===== src/rtl/seg_disp_pkg.sv =====
// Shared types and constants for the 7-segment display arbiter.
// Contents: display word width, board tick divider, FSM state encoding.
package seg_disp_pkg;

    localparam int DISP_W          = 16;
    localparam int TICK_DIV_100MHZ = 100_000;

    typedef enum logic [1:0] {
        IDLE,
        BLANK,
        SHOW,
        FORCE
    } state_e;

endpackage


===== src/rtl/seg_display_arbiter_tick.sv =====
// ms_tick_gen: free-running prescaler, one-cycle tick every TICK_DIV clocks.
// Ports: clk, rst_n (async, active-low) in; tick out (registered).
module ms_tick_gen
    import seg_disp_pkg::*;
#(
    parameter int TICK_DIV = TICK_DIV_100MHZ
) (
    input  logic clk,
    input  logic rst_n,
    output logic tick
);

    localparam int CW = (TICK_DIV > 1) ? $clog2(TICK_DIV) : 1;

    logic [CW-1:0] cnt_q, cnt_d;
    logic          tick_q, tick_d;
    logic          wrap;

    always_comb begin
        wrap   = (cnt_q == CW'(TICK_DIV - 1));
        cnt_d  = wrap ? '0 : cnt_q + CW'(1);
        tick_d = wrap;
    end

    always_ff @(posedge clk or negedge rst_n) begin
        if (!rst_n) begin
            cnt_q  <= '0;
            tick_q <= 1'b0;
        end else begin
            cnt_q  <= cnt_d;
            tick_q <= tick_d;
        end
    end

    assign tick = tick_q;

endmodule


===== src/rtl/seg_display_arbiter.sv =====
// Shares one 4-digit 7-segment driver among N_SRC sources; source 0 is the
// background, sources 1.. take the display for HOLD_MS after an event.
// Ports: clk, rst_n, src_valid[N_SRC], src_data[16*N_SRC], force_en,
// force_sel[SW] in; disp_data[16], disp_on, owner[SW], pending[N_SRC] out.
module seg_display_arbiter
    import seg_disp_pkg::*;
#(
    parameter  int N_SRC    = 3,
    parameter  int TICK_DIV = TICK_DIV_100MHZ,
    parameter  int HOLD_MS  = 2000,
    parameter  int BLANK_MS = 50,
    localparam int SW       = $clog2(N_SRC)
) (
    input  logic                      clk,
    input  logic                      rst_n,
    input  logic [N_SRC-1:0]          src_valid,
    input  logic [DISP_W*N_SRC-1:0]   src_data,
    input  logic                      force_en,
    input  logic [SW-1:0]             force_sel,
    output logic [DISP_W-1:0]         disp_data,
    output logic                      disp_on,
    output logic [SW-1:0]             owner,
    output logic [N_SRC-1:0]          pending
);

    localparam int HW = $clog2(HOLD_MS + 1);
    localparam int BW = $clog2(BLANK_MS + 1);

    state_e            state_q, state_d;
    logic [SW-1:0]     owner_q, owner_d;
    logic              disp_on_q, disp_on_d;
    logic [DISP_W-1:0] disp_data_q, disp_data_d;
    logic [N_SRC-1:0]  pending_q, pending_d;
    logic [DISP_W-1:0] shadow_q [N_SRC];
    logic [DISP_W-1:0] shadow_d [N_SRC];
    logic [HW-1:0]     hold_q, hold_d;
    logic [BW-1:0]     blank_q, blank_d;

    logic              tick;
    logic              any_pend;
    logic [SW-1:0]     next_idx;
    logic [SW-1:0]     frc_idx;

    ms_tick_gen #(
        .TICK_DIV (TICK_DIV)
    ) u_tick (
        .clk   (clk),
        .rst_n (rst_n),
        .tick  (tick)
    );

    function automatic logic [SW-1:0] lowest_set(input logic [N_SRC-1:0] v);
        lowest_set = '0;
        for (int i = N_SRC - 1; i >= 0; i--) begin
            if (v[i]) lowest_set = SW'(i);
        end
    endfunction

    always_comb begin
        for (int i = 0; i < N_SRC; i++) begin
            shadow_d[i] = src_valid[i] ? src_data[DISP_W*i +: DISP_W]
                                       : shadow_q[i];
        end

        state_d     = state_q;
        owner_d     = owner_q;
        disp_on_d   = disp_on_q;
        hold_d      = hold_q;
        blank_d     = blank_q;
        disp_data_d = shadow_q[owner_q];

        any_pend = |pending_q;
        next_idx = lowest_set(pending_q);
        frc_idx  = (int'(force_sel) >= N_SRC) ? '0 : force_sel;

        if (force_en) begin
            state_d   = FORCE;
            owner_d   = frc_idx;
            disp_on_d = 1'b1;
            hold_d    = '0;
            blank_d   = '0;
        end else begin
            unique case (state_q)
                IDLE: begin
                    if (any_pend) begin
                        state_d   = BLANK;
                        owner_d   = next_idx;
                        disp_on_d = 1'b0;
                        blank_d   = '0;
                    end else begin
                        owner_d   = '0;
                        disp_on_d = 1'b1;
                    end
                end
                BLANK: begin
                    disp_on_d = 1'b0;
                    if (tick) begin
                        if (blank_q == BW'(BLANK_MS - 1)) begin
                            blank_d   = '0;
                            hold_d    = '0;
                            disp_on_d = 1'b1;
                            state_d   = (owner_q == '0) ? IDLE : SHOW;
                        end else begin
                            blank_d = blank_q + BW'(1);
                        end
                    end
                end
                SHOW: begin
                    disp_on_d = 1'b1;
                    if (any_pend && next_idx < owner_q) begin
                        // preempted event is dropped: its pending bit
                        // was already cleared on SHOW entry
                        state_d   = BLANK;
                        owner_d   = next_idx;
                        disp_on_d = 1'b0;
                        blank_d   = '0;
                        hold_d    = '0;
                    end else if (src_valid[owner_q]) begin
                        hold_d = '0;
                    end else if (tick) begin
                        if (hold_q == HW'(HOLD_MS - 1)) begin
                            state_d   = BLANK;
                            owner_d   = any_pend ? next_idx : '0;
                            disp_on_d = 1'b0;
                            blank_d   = '0;
                            hold_d    = '0;
                        end else begin
                            hold_d = hold_q + HW'(1);
                        end
                    end
                end
                FORCE: begin
                    // force released: blank toward whatever IDLE would pick
                    state_d   = BLANK;
                    owner_d   = any_pend ? next_idx : '0;
                    disp_on_d = 1'b0;
                    blank_d   = '0;
                    hold_d    = '0;
                end
                default: begin
                    state_d = IDLE;
                end
            endcase
        end

        // source 0 never raises events; the shown source stays clear
        pending_d    = pending_q | src_valid;
        pending_d[0] = 1'b0;
        if (state_d == SHOW) pending_d[owner_d] = 1'b0;
    end

    always_ff @(posedge clk or negedge rst_n) begin
        if (!rst_n) begin
            state_q     <= IDLE;
            owner_q     <= '0;
            disp_on_q   <= 1'b0;
            disp_data_q <= '0;
            pending_q   <= '0;
            hold_q      <= '0;
            blank_q     <= '0;
            for (int i = 0; i < N_SRC; i++) shadow_q[i] <= '0;
        end else begin
            state_q     <= state_d;
            owner_q     <= owner_d;
            disp_on_q   <= disp_on_d;
            disp_data_q <= disp_data_d;
            pending_q   <= pending_d;
            hold_q      <= hold_d;
            blank_q     <= blank_d;
            for (int i = 0; i < N_SRC; i++) shadow_q[i] <= shadow_d[i];
        end
    end

    assign disp_data = disp_data_q;
    assign disp_on   = disp_on_q;
    assign owner     = owner_q;
    assign pending   = pending_q;

endmodule

===== config.mk =====
export PLATFORM = sky130hd
export DESIGN_NAME = seg_display_arbiter
export DESIGN_NICKNAME = d
export VERILOG_FILES = /design/src/rtl/seg_disp_pkg.sv /design/src/rtl/seg_display_arbiter_tick.sv /design/src/rtl/seg_display_arbiter.sv
export SDC_FILE = /design/constraint.sdc
export NUM_CORES = 1
export LEC_CHECK = 0
export BUFFER_PORTS_ARGS = -buffer_cell sky130_fd_sc_hd__buf_2
export CORE_MARGIN = 4
export CORE_UTILIZATION = 56
export DETAILED_ROUTE_END_ITERATION = 8
export PLACE_DENSITY_LB_ADDON = 0.1
export SLEW_MARGIN = 20
export SYNTH_ARGS = -nofsm -noshare
export SYNTH_HDL_FRONTEND = slang
export SYNTH_SLANG_ARGS = --single-unit
export TNS_END_PERCENT = 1

===== constraint.sdc =====
create_clock -name clk -period 3.8 [get_ports clk]
set_clock_uncertainty 0.15 [all_clocks]
set_input_delay 0.19 -clock clk [delete_from_list [all_inputs] [get_ports clk]]
set_output_delay 0.19 -clock clk [all_outputs]
set_load 0.02 [all_outputs]

* Yosys cells after proc, flatten, opt, wreduce, memory -nomap -nowiden
Index checks and enable logic that the tools add are counted.
** Storage, ports and cells
- Flip-flop bits (word level) :: 107
- Bits of input ports :: 56
** Operators by class
- $add $sub $neg :: 3
- Magnitude comparators :: 6
- Equality and inequality tests :: 14
- Multiplexer cells :: 56
- Bitwise logic cells :: 4
- Reductions and logical operators :: 9
** Operators with widths (number)
- $mux 11 :: 7
- $mux 6 :: 8
- $mux 2 :: 19
- $pmux 11 s3 :: 1
- $bmux 16 s2 :: 1
- $mux 16 :: 2
- $pmux 6 s4 :: 1
- $add 17x1->17 const B :: 1
- $eq 17x17->1 const B :: 1
- $mux 17 :: 1
- $add 11x1->11 const B :: 1
- $eq 11x11->1 const B :: 1
- $mux 1 :: 10
- $ne 4x4->1 const B :: 2
- $pmux 2 s4 :: 1
- $add 6x1->6 const B :: 1
- $eq 2x2->1 const B :: 3
- $eq 6x6->1 const B :: 1
- $lt 2x3->1 const B :: 2
- $ne 3x3->1 const B :: 2
- $ne 5x4->1 const B :: 1
- $reduce_and 5->1 :: 1
- $logic_not 2->1 :: 2
- $ne 4x3->1 const B :: 1
- other kinds (20) :: 21

* Logic depth before layout (Yosys ltp)
Gate-level depths: netlist of the first run.
- Word-level depth :: 17
- Gate-level depth with buffers :: 9
- Mapped depth without buffers :: 8

* By module
A second synthesis of the first run with hierarchy kept.
** Second synthesis, totals
- Cell total of the unflattened synthesis :: 436
- Area total of the unflattened synthesis :: 4973.5 µm²
** By module, submodules not included
- seg_display_arbiter :: instances 1, cells each 361, area each 4155.2 µm²
- ms_tick_gen :: instances 1, cells each 75, area each 818.3 µm²

* Worst setup path before layout of the first run
No wires, ideal clock.
- Path type :: register to register
- Start point :: register owner_q[1] (netlist: owner[1])
- End point :: register hold_q[2]
- Arrival :: 2.806 ns
- Data required time :: 3.513 ns
- Setup slack :: 0.707 ns
- Cell stages (with the launch flop) :: 10
- Buffers on the path :: 2
- Clock period less this slack :: 3.093 ns
- Cell sequence :: dfrtp_1 > buf_1 > inv_1 > ha_1 > a211oi_1 > or4b_2 > a31oi_1 > or2_2 > clkbuf_1 > o21ai_0
** On the way
- Cells in the longest elaborated chain, start to end :: 6
- Elaborated cells between the ends (all ways) :: 10
- Those cells by class :: order compare: 1; eq/ne: 1; mux: 6; reduce/logical: 2
** Ends and longest elaborated chain
- start: declaration :: line seg_display_arbiter.sv:30 : logic [SW-1:0] owner_q, owner_d;
- start signal: assignment :: line seg_display_arbiter.sv:164 : owner_q <= owner_d;
- $bmux 1 s2 :: line seg_display_arbiter.sv:118 : end else if (src_valid[owner_q]) begin
- $mux 1 (implied by the code) :: line seg_display_arbiter.sv:118
- $mux 11 :: line seg_display_arbiter.sv:118
- $mux 11 :: line seg_display_arbiter.sv:110 : if (any_pend && next_idx < owner_q) begin
- $pmux 11 s3 :: line seg_display_arbiter.sv:83 : unique case (state_q)
- $mux 11 :: line seg_display_arbiter.sv:76 : if (force_en) begin
- end signal: assignment :: line seg_display_arbiter.sv:168 : hold_q <= hold_d;
- end: declaration :: line seg_display_arbiter.sv:36 : logic [HW-1:0] hold_q, hold_d;
Several ways; a longest one is shown, not always the timed one. The select of a mux whose other input is x is not followed.
A chain may end at the register's enable or synchronous reset.

* Final worst setup path of the first run
- Start point :: register hold_q[5]
- End point :: register blank_q[3]
** On the way
- Cells in the longest elaborated chain, start to end :: 3
** Ends and longest elaborated chain
- $eq 11x11->1 :: line seg_display_arbiter.sv:121 : if (hold_q == HW'(HOLD_MS - 1)) begin
- $ne 4x4->1 (no line)
- $reduce_and 5->1 (no line)
- end signal: assignment :: line seg_display_arbiter.sv:169 : blank_q <= blank_d;
- end: declaration :: line seg_display_arbiter.sv:37 : logic [BW-1:0] blank_q, blank_d;
Every way passes these cells.

==> results of run 1 <==
where the power goes:
part / leakage, nW / internal (mW) / switching, mW
clock: 0.106 / 0.281 / 0.421
combinational: 1.32 / 0.346 / 0.502
sequential: 1.31 / 1.28 / 0.0827
worst paths after layout:
path | start | end | slack (ns) | depth (start not counted)
max | hold_q[5] | blank_q[3] | 1.03 | 6
min | force_en | disp_on | 0.04 | 2
max reg2reg | hold_q[5] | blank_q[3] | 1.03 | 6
min reg2reg | shadow_q[30] | disp_data[14] | 0.34 | 2
max in group asynchronous | rst_n | shadow_q[13] | 2.50 | 3
min in group asynchronous | rst_n | hold_q[10] | 0.24 | 2
cells in the mapped netlist (all sizes together), types with 8 or more instances:
master and n:
xor2 8, inv 12, nand3 15, mux2 48, o21ai 39, nor2 31, o31ai 10, nand2 35
nor2b 9, mux2i 18, dfrtp 106, clkbuf 15, ha 9
metal layers:
layer / up-vias / global-route usage [%] / part of all wire, %
li1: 1772 / - / -
met5: - / 0 / 0
met3: 17 / 4.75 / 4.6
met1: 1814 / 29.0 / 44
met4: 0 / 6.44 / 1.4
met2: 84 / 37.9 / 50
registers in the layout (all words and copies together) (netlist names):
name          count
u_tick.cnt_q     17
disp_data        16
owner             2
pending           2
shadow_q         48
disp_on           1
u_tick.tick       1
state_q           2
blank_q           6
hold_q           11
per-stage QoR:
stage / power (mW) / setup slack, ns / cells / hold WS (ns)
4_1_cts: 2.93 / 1.03 / 664 / 0.0156
5_1_grt: 3.08 / 0.896 / 664 / 0.0698
2_1_floorplan: 1.90 / 0.707 / 432 / -0.256
3_5_place_dp: 2.19 / 1.06 / 599 / 0.275
3_3_place_gp: 2.17 / 1.10 / 599 / 0.271
6_report: 2.91 / 1.03 / 664 / 0.0371
kinds of logic (layout without fill, tap and decap cells):
kind of cell,after synthesis,in the layout,synth area share (%)
AND/OR/NAND/NOR,129,129,13.4
adder cells (fa/ha/maj),9,9,2.32
multiplexers,66,66,14.8
AO/OA/AOI/OAI,73,73,9.44
XOR/XNOR,15,15,2.70
flip-flops,106,106,54.6
other,1,1,0.0771
buffers and inverters,33,160,2.65
layout make-up:
class	count	area [sq um]
Sequential cell	106	2650
Fill cell	605	2300
Multi-Input combinational cell	293	2080
Timing Repair Buffer	132	930
Clock buffer	10	138
Tap cell	105	131
Clock inverter	6	65.1
Inverter	12	45.0
repair_timing:
action,in CTS,in global routing
setup buffers,0,0
endpoints found under the hold margin,134,0
endpoints found under the setup margin,0,0
gates resized for setup,0,0
hold buffers,49,0
critical path, cell delays in order, from the launching register on:
cell and delay (ns):
sky130_fd_sc_hd__dfrtp_1 0.42, sky130_fd_sc_hd__or3b_1 0.42, sky130_fd_sc_hd__or4_4 0.53, sky130_fd_sc_hd__o211ai_2 0.22
sky130_fd_sc_hd__or4b_4 0.51, sky130_fd_sc_hd__or3b_1 0.38, sky130_fd_sc_hd__nand2_1 0.07
==> impl_summary.log, run 1 <==
INFO  metric dr_drc_count = 0
INFO  metric status = finished clean
INFO  metric synth_area_per_cell = roughly 11 sq um
INFO  metric number_of_antenna_violations_at_the_first_check_in_global_routing = 0
INFO  metric synth-warning-count = 0
INFO  metric synth.area.top_cells = sky130_fd_sc_hd__dfrtp_1 (55%), sky130_fd_sc_hd__mux2_2 (11%), sky130_fd_sc_hd__o21ai_0 (4.0%)
INFO  metric p_leak = around 2.7 nW
INFO  metric final-hold-violation-count = 0
INFO  metric worst_slew_margin_rel = a little under half
INFO  metric cts_max_level = 3
INFO  metric number_of_global_route_vias_before_repair = 3798
INFO  metric tritoncts = built
INFO  metric skew_pair_late_insertion_delay = around 0.38 ns
INFO  metric port_buffer_count = 76
INFO  metric critical_path.endpoint_type = flip-flop
INFO  metric syn_inst = between 400 and 500
INFO  metric fin_max_slew_vios = 0
INFO  metric synth_top_area_cell = sky130_fd_sc_hd__dfrtp_1
INFO  metric timing.final.crit_period = around 2.8 ns
INFO  metric clock_sink_count = 106
INFO  metric floorplan.die_area = ~10000 sq um
INFO  metric drt-initial-drc-count = 141
INFO  metric worst-endpoint-arrival = between 2 and 3 ns
INFO  metric startpoint_type = flip-flop
INFO  metric routed_wire_length_per_instance = 16.2 um
INFO  metric min-delay-path-class = input port to flip-flop
INFO  metric cts.path.max_buffers = 2
INFO  metric proportion_of_layout_cells_with_a_drive_suffix_above_1 = between 20 and 30%
INFO  metric dp_hpwl = a little over 7 mm
INFO  metric io_pins = 78
INFO  metric vdd.ir_drop.worst = ~0.00028 V
INFO  metric core-area = between 8000 and 9000 sq um
INFO  metric worst_ep_required_time = around 4.0 ns
INFO  metric detailed_routing_iterations_pass_1 = 4
INFO  metric cellPowerDensity = ~480 nW/um^2
INFO  metric seq_area_frac_synth = 54.6%
INFO  metric floorplan.die.width = between 100 and 150 um
INFO  metric gp_routability_congestion = 0.853
INFO  metric numCtsBuffers = 9
INFO  metric grt_first_pass_wirelength = about 18 mm
INFO  metric worstMarginPinSlew = about 0.79 ns
INFO  metric die_h = about 100 um
INFO  metric clock_tree.root_cell = sky130_fd_sc_hd__clkbuf_8
INFO  metric final_min_period_over_clock_period = between 70% and 80%
INFO  metric rows = 33
INFO  metric postSynth.asyncResetShare = 100%
INFO  metric commonest_non_fill_non_tap_cell_in_the_layout = sky130_fd_sc_hd__dfrtp_1
INFO  metric final_util = between 70% and 80%
INFO  metric worst_setup_hold_path_clk_slew = approximately 0.11 ns
INFO  metric postRouteAntennaNets = 0
INFO  metric setup_viol = 0
INFO  metric pin_count_of_the_biggest_net_entering_global_routing = approximately 90
INFO  metric vias = approximately 3.7k
INFO  metric postSynth.topFlopCell = sky130_fd_sc_hd__dfrtp_1
INFO  metric critPathMaxFanout = 5
INFO  metric rsz0062_at_grt = no
INFO  metric syn_area = between 4000 and 5000 sq um
INFO  metric num_antenna_cells = 0
INFO  metric design_area = about 6000 sq um
INFO  metric synthDistinctLibCells = 53
INFO  metric critPathKind = flip-flop to flip-flop
INFO  metric synth-edff-count = 0
INFO  metric tns = 0 ns
INFO  metric post_synth_net_total = slightly below 500
INFO  metric most-common-layout-cells = sky130_fd_sc_hd__dfrtp_1 (106), sky130_fd_sc_hd__buf_2 (75), sky130_fd_sc_hd__dlygate4sd3_1 (49), sky130_fd_sc_hd__mux2_2 (48), sky130_fd_sc_hd__o21ai_0 (39)
INFO  metric fmaxAchievable = around 360 MHz
INFO  metric areaGrowthSynthToFinish = 24.3%
INFO  metric drt-total-wl = between 10 and 15 mm
INFO  metric layout.nets = between 600 and 700
INFO  metric globalRouteOverflowTotal = 0
INFO  metric placedInstanceArea = ~5300 sq um
INFO  metric track_usage = roughly 22%
INFO  metric post_drt_via_cell_ratio = between 5 and 6
INFO  metric maxCapViolCount = 0
INFO  metric starting_utilization_of_the_core_area = between 50 and 60%
INFO  metric yosys.area.top_type_share = 54.6%
INFO  metric synth-seq-cells = roughly 110
Note: power is estimated with default switching activity, not from simulation.
==> run 2: changes to the inputs <==
--- a/config.mk
+++ b/config.mk
@@ -5,9 +5,10 @@
 export SDC_FILE = /design/constraint.sdc
 export NUM_CORES = 1
 export LEC_CHECK = 0
+export ABC_AREA = 1
 export BUFFER_PORTS_ARGS = -buffer_cell sky130_fd_sc_hd__buf_2
 export CORE_MARGIN = 4
-export CORE_UTILIZATION = 56
+export CORE_UTILIZATION = 51
 export DETAILED_ROUTE_END_ITERATION = 8
 export PLACE_DENSITY_LB_ADDON = 0.1
 export SLEW_MARGIN = 20
==> constraint.sdc (replaced) <==
create_clock -name clk -period 2.31 [get_ports clk]
set_clock_uncertainty 0.15 [all_clocks]
set_input_delay 0.1155 -clock clk [delete_from_list [all_inputs] [get_ports clk]]
set_output_delay 0.1155 -clock clk [all_outputs]
set_load 0.02 [all_outputs]
==> impl_summary.log, run 2 <==
INFO  metric routed_wire_length_per_instance = approximately 13 um
INFO  metric synth.area.top_cells = sky130_fd_sc_hd__dfrtp_1 (52%), sky130_fd_sc_hd__nand2_1 (7.5%), sky130_fd_sc_hd__o21ai_0 (7.2%)
INFO  metric worst_setup_hold_path_clk_slew = approximately 0.09 ns
INFO  metric proportion_of_layout_cells_with_a_drive_suffix_above_1 = between 20% and 30%
INFO  metric critPathMaxFanout = 3
INFO  metric maxCapViolCount = 0
INFO  metric post_drt_via_cell_ratio = a little under 5
INFO  metric dp_hpwl = between 7 and 8 mm
INFO  metric final_util = 66.0%
INFO  metric startpoint_type = input port
INFO  metric layout.nets = between 700 and 800
INFO  metric synth-warning-count = 0
INFO  metric layout.filler_cells = a little over 800
INFO  metric numCtsBuffers = 9
INFO  metric tritoncts = built
INFO  metric worst_ep_required_time = between 2 and 2.5 ns
INFO  metric commonest_non_fill_non_tap_cell_in_the_layout = sky130_fd_sc_hd__dfrtp_1
INFO  metric vdd.ir_drop.worst = about 0.00055 V
INFO  metric port_buffer_count = 76
INFO  metric switching_share = a little under a third
INFO  metric clock_tree.root_cell = sky130_fd_sc_hd__clkbuf_8
INFO  metric syn_inst = approximately 580
INFO  metric largest_register_ff_count = between 40 and 50
INFO  metric pin_count_of_the_biggest_net_entering_global_routing = around 110
INFO  metric worst-endpoint-arrival = 2.27 ns
INFO  metric synth_top_area_cell = sky130_fd_sc_hd__dfrtp_1
INFO  metric p_int = around 3.0 mW
INFO  metric skew_pair_late_insertion_delay = around 0.36 ns
INFO  metric synth-edff-count = 0
INFO  metric critical_path.endpoint_type = flip-flop
INFO  metric synthDistinctLibCells = 44
INFO  metric gp_routability_congestion = about 0.9
INFO  metric vias = 4224
INFO  metric track_usage = between 20% and 30%
INFO  metric floorplan.die.width = ~110 um
INFO  metric cts_max_level = 3
INFO  metric power.share.combinational = between 20 and 30%
INFO  metric rows = 36
INFO  metric yosys.area.top_type_share = between 50% and 60%
INFO  metric worstMarginPinSlew = between 0.5 and 0.6 ns
INFO  metric setup_viol = 0
INFO  metric timing.final.ws_setup = approximately 0.13 ns
INFO  metric hold_slack = ~0.12 ns
INFO  metric number_of_antenna_violations_at_the_first_check_in_global_routing = 0
INFO  metric p_leak = approximately 3.1 nW
INFO  metric drt-total-wl = 11.3 mm
INFO  metric critPathKind = input port to flip-flop
INFO  metric areaGrowthSynthToFinish = 26.2%
INFO  metric number_of_global_route_vias_before_repair = about 4.4k
INFO  metric num_antenna_cells = 0
INFO  metric worst_slew_margin_rel = 62.7%
INFO  metric io_pins = 78
INFO  metric synth-seq-cells = 106
INFO  metric starting_utilization_of_the_core_area = 52.3%
INFO  metric final_min_period_over_clock_period = 94.3%
INFO  metric core-area = ~9800 sq um
INFO  metric power.share.sequential = roughly half
INFO  metric detailed_routing_iterations_pass_1 = 4
INFO  metric postSynth.topFlopCell = sky130_fd_sc_hd__dfrtp_1
INFO  metric detailedPlace.worstSlack = ~0.15 ns
INFO  metric final-hold-violation-count = 0
INFO  metric cts.path.max_buffers = 2
INFO  metric timing.final.crit_period = ~2.2 ns
INFO  metric die_h = 108 um
INFO  metric fin_max_slew_vios = 0
INFO  metric synth_most_common_cell = sky130_fd_sc_hd__dfrtp_1
INFO  metric clockPowerShare = 24.4%
INFO  metric drt-initial-drc-count = approximately 170
INFO  metric clock_sink_count = 106
INFO  metric power_switching = 1.40 mW
INFO  metric fmaxAchievable = 459 MHz
INFO  metric postRouteAntennaNets = 0
INFO  metric syn_area = 5110 sq um
INFO  metric most-common-layout-cells = sky130_fd_sc_hd__dfrtp_1 (106), sky130_fd_sc_hd__nand2_1 (102), sky130_fd_sc_hd__inv_1 (84), sky130_fd_sc_hd__buf_2 (75), sky130_fd_sc_hd__o21ai_0 (74)
INFO  metric rsz0062_at_grt = no
INFO  metric tns = 0 ns
INFO  metric cellPowerDensity = a little under 700 nW/um^2
INFO  metric seq_area_frac_synth = 51.9%
INFO  metric dr_drc_count = 0
INFO  metric globalRouteOverflowTotal = 0
INFO  metric min-delay-path-class = input port to flip-flop
INFO  metric registers.top_by_ff_count = shadow_q
INFO  metric synth_area_per_cell = roughly 9 sq um
INFO  metric status = finished clean
INFO  metric floorplan.die_area = approximately 12000 sq um
INFO  metric postSynth.asyncResetShare = 100%
INFO  metric grt_first_pass_wirelength = roughly 20 mm
INFO  metric post_synth_net_total = between 600 and 700
INFO  metric post_synth_most_frequent_cells = sky130_fd_sc_hd__dfrtp_1 (106), sky130_fd_sc_hd__nand2_1 (102), sky130_fd_sc_hd__inv_1 (85), sky130_fd_sc_hd__o21ai_0 (74), sky130_fd_sc_hd__nor2_1 (39)
## run 2: cell count changes after synthesis, moves of 17 or more
cell                      delta
sky130_fd_sc_hd__inv_1      +73
sky130_fd_sc_hd__nand2_1    +67
sky130_fd_sc_hd__o21ai_0    +35
sky130_fd_sc_hd__mux2_2     -32
sky130_fd_sc_hd__a21oi_1    +24
sky130_fd_sc_hd__mux2i_1    -17
## run 2: cell families (layout without fill, tap and decap cells)
| logic type | Yosys count | after routing | synth area share [%] |
|---|---|---|---|
| AND/OR/NAND/NOR | 204 | 204 | 18.9 |
| AO/OA/AOI/OAI | 126 | 126 | 13.8 |
| XOR/XNOR | 8 | 8 | 1.37 |
| adder cells (fa/ha/maj) | 9 | 9 | 2.20 |
| buffers and inverters | 107 | 251 | 8.05 |
| other | 1 | 1 | 0.0734 |
| multiplexers | 17 | 17 | 3.72 |
| flip-flops | 106 | 106 | 51.9 |
## run 2: area by class of cell
cell class	count	area (sq um)	area share [%]
clock buffer	11	131	2.04
clock inverter	4	51.3	0.795
inverter	91	343	5.31
multi-input combinational	365	2050	31.8
sequential	106	2650	41.1
tap	133	166	2.58
timing repair buffer	145	1050	16.3
## run 2: power by group through the flow
stage | clock [mW] | sequential [mW] | combinational [mW]
3_5_place_dp | 0 | 2.18 | 1.10
5_1_grt | 1.20 | 2.17 | 1.35
2_1_floorplan | 0 | 2.31 | 0.585
4_1_cts | 1.14 | 2.14 | 1.18
3_3_place_gp | 0 | 2.17 | 1.09
6_report | 1.08 | 2.14 | 1.21
## run 2: per-layer routing
metal	vias up	track usage [%]	part of all wire [%]
met5	-	0	0
met4	0	6.13	1.6
met3	16	4.66	4.2
met2	83	35.8	48
met1	1983	27.5	46
li1	2142	-	-
## run 2: worst paths after layout
check | from | cells past startpoint | slack, ns | to
setup reg to reg | pending[2] | 10 | 0.14 | hold_q[0]
hold reg to reg | u_tick.cnt_q[0] | 1 | 0.33 | u_tick.cnt_q[0]
min in group asynchronous | rst_n | 3 | 0.19 | disp_data[3]
max in group asynchronous | rst_n | 3 | 1.37 | hold_q[4]
hold / removal | src_valid[0] | 4 | 0.12 | shadow_q[32]
setup / recovery | force_sel[0] | 10 | 0.13 | pending[2]
## run 2: repair_timing
action | CTS | global route
setup endpoints to repair | 0 | 6
hold endpoints to repair | 158 | 0
gates resized for setup | 0 | 6
buffers inserted | 0 | 4
hold buffers | 55 | 0
## run 2: critical path: stages
cell and delay, ns:
sky130_fd_sc_hd__dlygate4sd3_1 0.53, sky130_fd_sc_hd__buf_2 0.13, sky130_fd_sc_hd__inv_1 0.06, sky130_fd_sc_hd__nor2_1 0.04, sky130_fd_sc_hd__dlygate4sd3_1 0.54, sky130_fd_sc_hd__nand2_1 0.05
sky130_fd_sc_hd__dlygate4sd3_1 0.56, sky130_fd_sc_hd__nand2_2 0.08, sky130_fd_sc_hd__nor2_1 0.09, sky130_fd_sc_hd__a21oi_1 0.06
## run 2: stage by stage
step	instance area (sq um)	total power [mW]	instances
global route	6450	4.71	855
floorplan	5110	2.90	578
detailed placement	5680	3.28	781
global placement	5680	3.26	781
CTS	6410	4.46	851
finish	6450	4.43	855
==> run 3: changes to the inputs <==
--- a/config.mk
+++ b/config.mk
@@ -8,9 +8,11 @@
 export ABC_AREA = 1
 export BUFFER_PORTS_ARGS = -buffer_cell sky130_fd_sc_hd__buf_2
 export CORE_MARGIN = 4
-export CORE_UTILIZATION = 51
+export CORE_UTILIZATION = 53
+export CTS_BUF_LIST = sky130_fd_sc_hd__clkbuf_4 sky130_fd_sc_hd__clkbuf_8
 export DETAILED_ROUTE_END_ITERATION = 8
 export PLACE_DENSITY_LB_ADDON = 0.1
+export SETUP_SLACK_MARGIN = 0.5
 export SLEW_MARGIN = 20
 export SYNTH_ARGS = -nofsm -noshare
 export SYNTH_HDL_FRONTEND = slang
==> impl_summary.log, run 3 (synthesis results as in run 2) <==
INFO  metric final_min_period_over_clock_period = between 90% and 100%
INFO  metric status = finished clean
INFO  metric vias = 4459
INFO  metric largest_register_ff_count = between 40 and 50
INFO  metric maxCapViolCount = 0
INFO  metric hold_slack = roughly 0.11 ns
INFO  metric placedInstanceArea = approximately 5700 sq um
INFO  metric timing.reg2reg.setup_slack = 0.23 ns
INFO  metric drt-initial-drc-count = a little under 200
INFO  metric worst_ep_required_time = approximately 2.5 ns
INFO  metric timing.final.ws_setup = 0.228 ns
INFO  metric core-area = roughly 9300 sq um
INFO  metric cellPowerDensity = 699 nW/um^2
INFO  metric timing.final.crit_period = 2.08 ns
INFO  metric worst_setup_hold_path_clk_slew = approximately 0.11 ns
INFO  metric areaGrowthSynthToFinish = 32.5%
INFO  metric worst-endpoint-arrival = between 2 and 2.5 ns
INFO  metric setup_viol = 0
INFO  metric grt_first_pass_wirelength = around 21 mm
INFO  metric register_area = between 2000 and 3000 sq um
INFO  metric port_buffer_count = 76
INFO  metric die_h = approximately 110 um
INFO  metric skew_pair_late_insertion_delay = roughly 0.37 ns
INFO  metric pin_count_of_the_biggest_net_entering_global_routing = 47
INFO  metric post_drt_via_cell_ratio = slightly above 5
INFO  metric report.power.total = around 4.7 mW
INFO  metric r2r-end = hold_q[10]
INFO  metric commonest_non_fill_non_tap_cell_in_the_layout = sky130_fd_sc_hd__dfrtp_1
INFO  metric rr_worst_depth = 12
INFO  metric startpoint_type = flip-flop
INFO  metric rsz0062_at_grt = yes
INFO  metric min-delay-path-class = input port to flip-flop
INFO  metric registers.top_by_ff_count = shadow_q
INFO  metric critPathLaunch = state_q[1]
INFO  metric layout.filler_cells = 700
INFO  metric multiInputGateArea = between 2000 and 2500 sq um
INFO  metric globalRouteOverflowTotal = 0
INFO  metric dr_drc_count = 0
INFO  metric cts_max_level = 3
INFO  metric tritoncts = built
INFO  metric setup.worst_path.end = hold_q[10]
INFO  metric postRouteAntennaNets = 0
INFO  metric final-hold-violation-count = 0
INFO  metric critical_path.endpoint_type = flip-flop
INFO  metric vdd.ir_drop.worst = 0.000418 V
INFO  metric layout.nets = 802
INFO  metric proportion_of_layout_cells_with_a_drive_suffix_above_1 = between 20% and 30%
INFO  metric io_pins = 78
INFO  metric drt-total-wl = between 10 and 15 mm
INFO  metric clock_sink_count = between 100 and 150
INFO  metric floorplan.die.width = roughly 110 um
INFO  metric dp_hpwl = between 7 and 8 mm
INFO  metric track_usage = between 20% and 30%
INFO  metric critPathMaxFanout = 6
INFO  metric worstMarginPinSlew = between 0.6 and 0.7 ns
INFO  metric rows = 35
INFO  metric design_area = 6780 sq um
INFO  metric routed_wire_length_per_instance = 14.3 um
INFO  metric gp_routability_congestion = just under 0.9
INFO  metric numCtsBuffers = 9
INFO  metric number_of_global_route_vias_before_repair = between 4k and 5k
INFO  metric floorplan.die_area = between 10000 and 15000 sq um
INFO  metric ff_to_ff_start = state_q[1]
INFO  metric most-common-layout-cells = sky130_fd_sc_hd__dfrtp_1 (101), sky130_fd_sc_hd__nand2_1 (98), sky130_fd_sc_hd__inv_1 (79), sky130_fd_sc_hd__buf_2 (75), sky130_fd_sc_hd__o21ai_0 (72)
INFO  metric cts.path.max_buffers = 2
INFO  metric starting_utilization_of_the_core_area = between 50% and 60%
INFO  metric tns = 0 ns
INFO  metric fmaxAchievable = slightly below 500 MHz
INFO  metric clock_tree.root_cell = sky130_fd_sc_hd__clkbuf_8
INFO  metric p_leak = roughly 3.2 nW
INFO  metric placedCellCount = approximately 780
INFO  metric critPathKind = flip-flop to flip-flop
INFO  metric number_of_antenna_violations_at_the_first_check_in_global_routing = 0
INFO  metric final_cells = 870
INFO  metric fin_max_slew_vios = 0
INFO  metric detailed_routing_iterations_pass_1 = 5
INFO  metric detailedPlace.worstSlack = between 0.09 and 0.1 ns
INFO  metric num_antenna_cells = 0
INFO  metric worst_slew_margin_rel = about three fifths
INFO  metric final_util = ~73%
-- run 3: changes by cell type in the layout (fill, tap and decap cells not counted), moves of 3 or more --
cell	before	now
sky130_fd_sc_hd__buf_4	13	30
sky130_fd_sc_hd__buf_6	1	4
sky130_fd_sc_hd__dfrtp_1	106	101
sky130_fd_sc_hd__dfrtp_2	0	5
sky130_fd_sc_hd__ha_1	8	4
sky130_fd_sc_hd__ha_4	0	4
sky130_fd_sc_hd__inv_1	84	79
sky130_fd_sc_hd__inv_4	0	3
sky130_fd_sc_hd__nand2_1	102	98
sky130_fd_sc_hd__nand2_2	4	8
sky130_fd_sc_hd__nand3_1	19	16
sky130_fd_sc_hd__nor2_1	39	33
sky130_fd_sc_hd__nor2_2	4	7
sky130_fd_sc_hd__nor2_4	3	6
-- run 3: layout make-up --
| cell class | instances | share of cell area, % |
|---|---|---|
| Clock buffer | 9 | 1.83 |
| Clock inverter | 6 | 1.11 |
| Inverter | 91 | 5.23 |
| Multi-Input combinational cell | 365 | 32.4 |
| Sequential cell | 106 | 39.2 |
| Tap cell | 129 | 2.38 |
| Timing Repair Buffer | 164 | 17.8 |
-- run 3: critical path, cell delays in order, from the launching register on --
cell	delay [ns]
sky130_fd_sc_hd__dfrtp_1	0.40
sky130_fd_sc_hd__inv_2	0.11
sky130_fd_sc_hd__ha_4	0.18
sky130_fd_sc_hd__clkinvlp_4	0.15
sky130_fd_sc_hd__nand3_2	0.10
sky130_fd_sc_hd__o21ai_2	0.07
sky130_fd_sc_hd__nor2_4	0.16
sky130_fd_sc_hd__buf_12	0.12
sky130_fd_sc_hd__nand2_8	0.07
sky130_fd_sc_hd__buf_6	0.14
sky130_fd_sc_hd__nor3_4	0.19
sky130_fd_sc_hd__nand2_2	0.07
sky130_fd_sc_hd__a21oi_2	0.10
-- run 3: how the worst min path moves through the flow --
stage	startpoint	end	slack (ns)	depth (start not counted)
final	src_valid[0]	shadow_q[34]	0.11	4
after global routing	src_valid[0]	shadow_q[37]	0.12	4
after CTS	src_valid[0]	shadow_q[32]	0.10	4
after detailed placement	rst_n	shadow_q[15]	0.02	1
after global placement	rst_n	shadow_q[15]	0.001	1
after floorplan	rst_n	blank_q[0]	-0.33	0
-- run 3: report_power, final --
| group | switching, mW | internal, mW |
|---|---|---|
| Clock | 0.643 | 0.511 |
| Sequential | 0.0877 | 2.06 |
| Combinational | 0.830 | 0.602 |
| Total | 1.56 | 3.17 |
-- run 3: timing repair --
action                                  in CTS  in global routing
pin swaps                                    6                 10
resized for setup                           13                 29
endpoints found under the setup margin      24                 31
setup buffers                               14                 11
hold buffers                                54                  0
endpoints found under the hold margin       94                  0
-- run 3: per-layer routing --
layer / up-vias / wire (um) / global-route usage (%)
met5: - / 0 / 0
met4: 0 / 301 / 8.42
met3: 29 / 578 / 3.16
met2: 119 / 6120 / 38.8
met1: 2134 / 5440 / 29.5
li1: 2177 / - / -
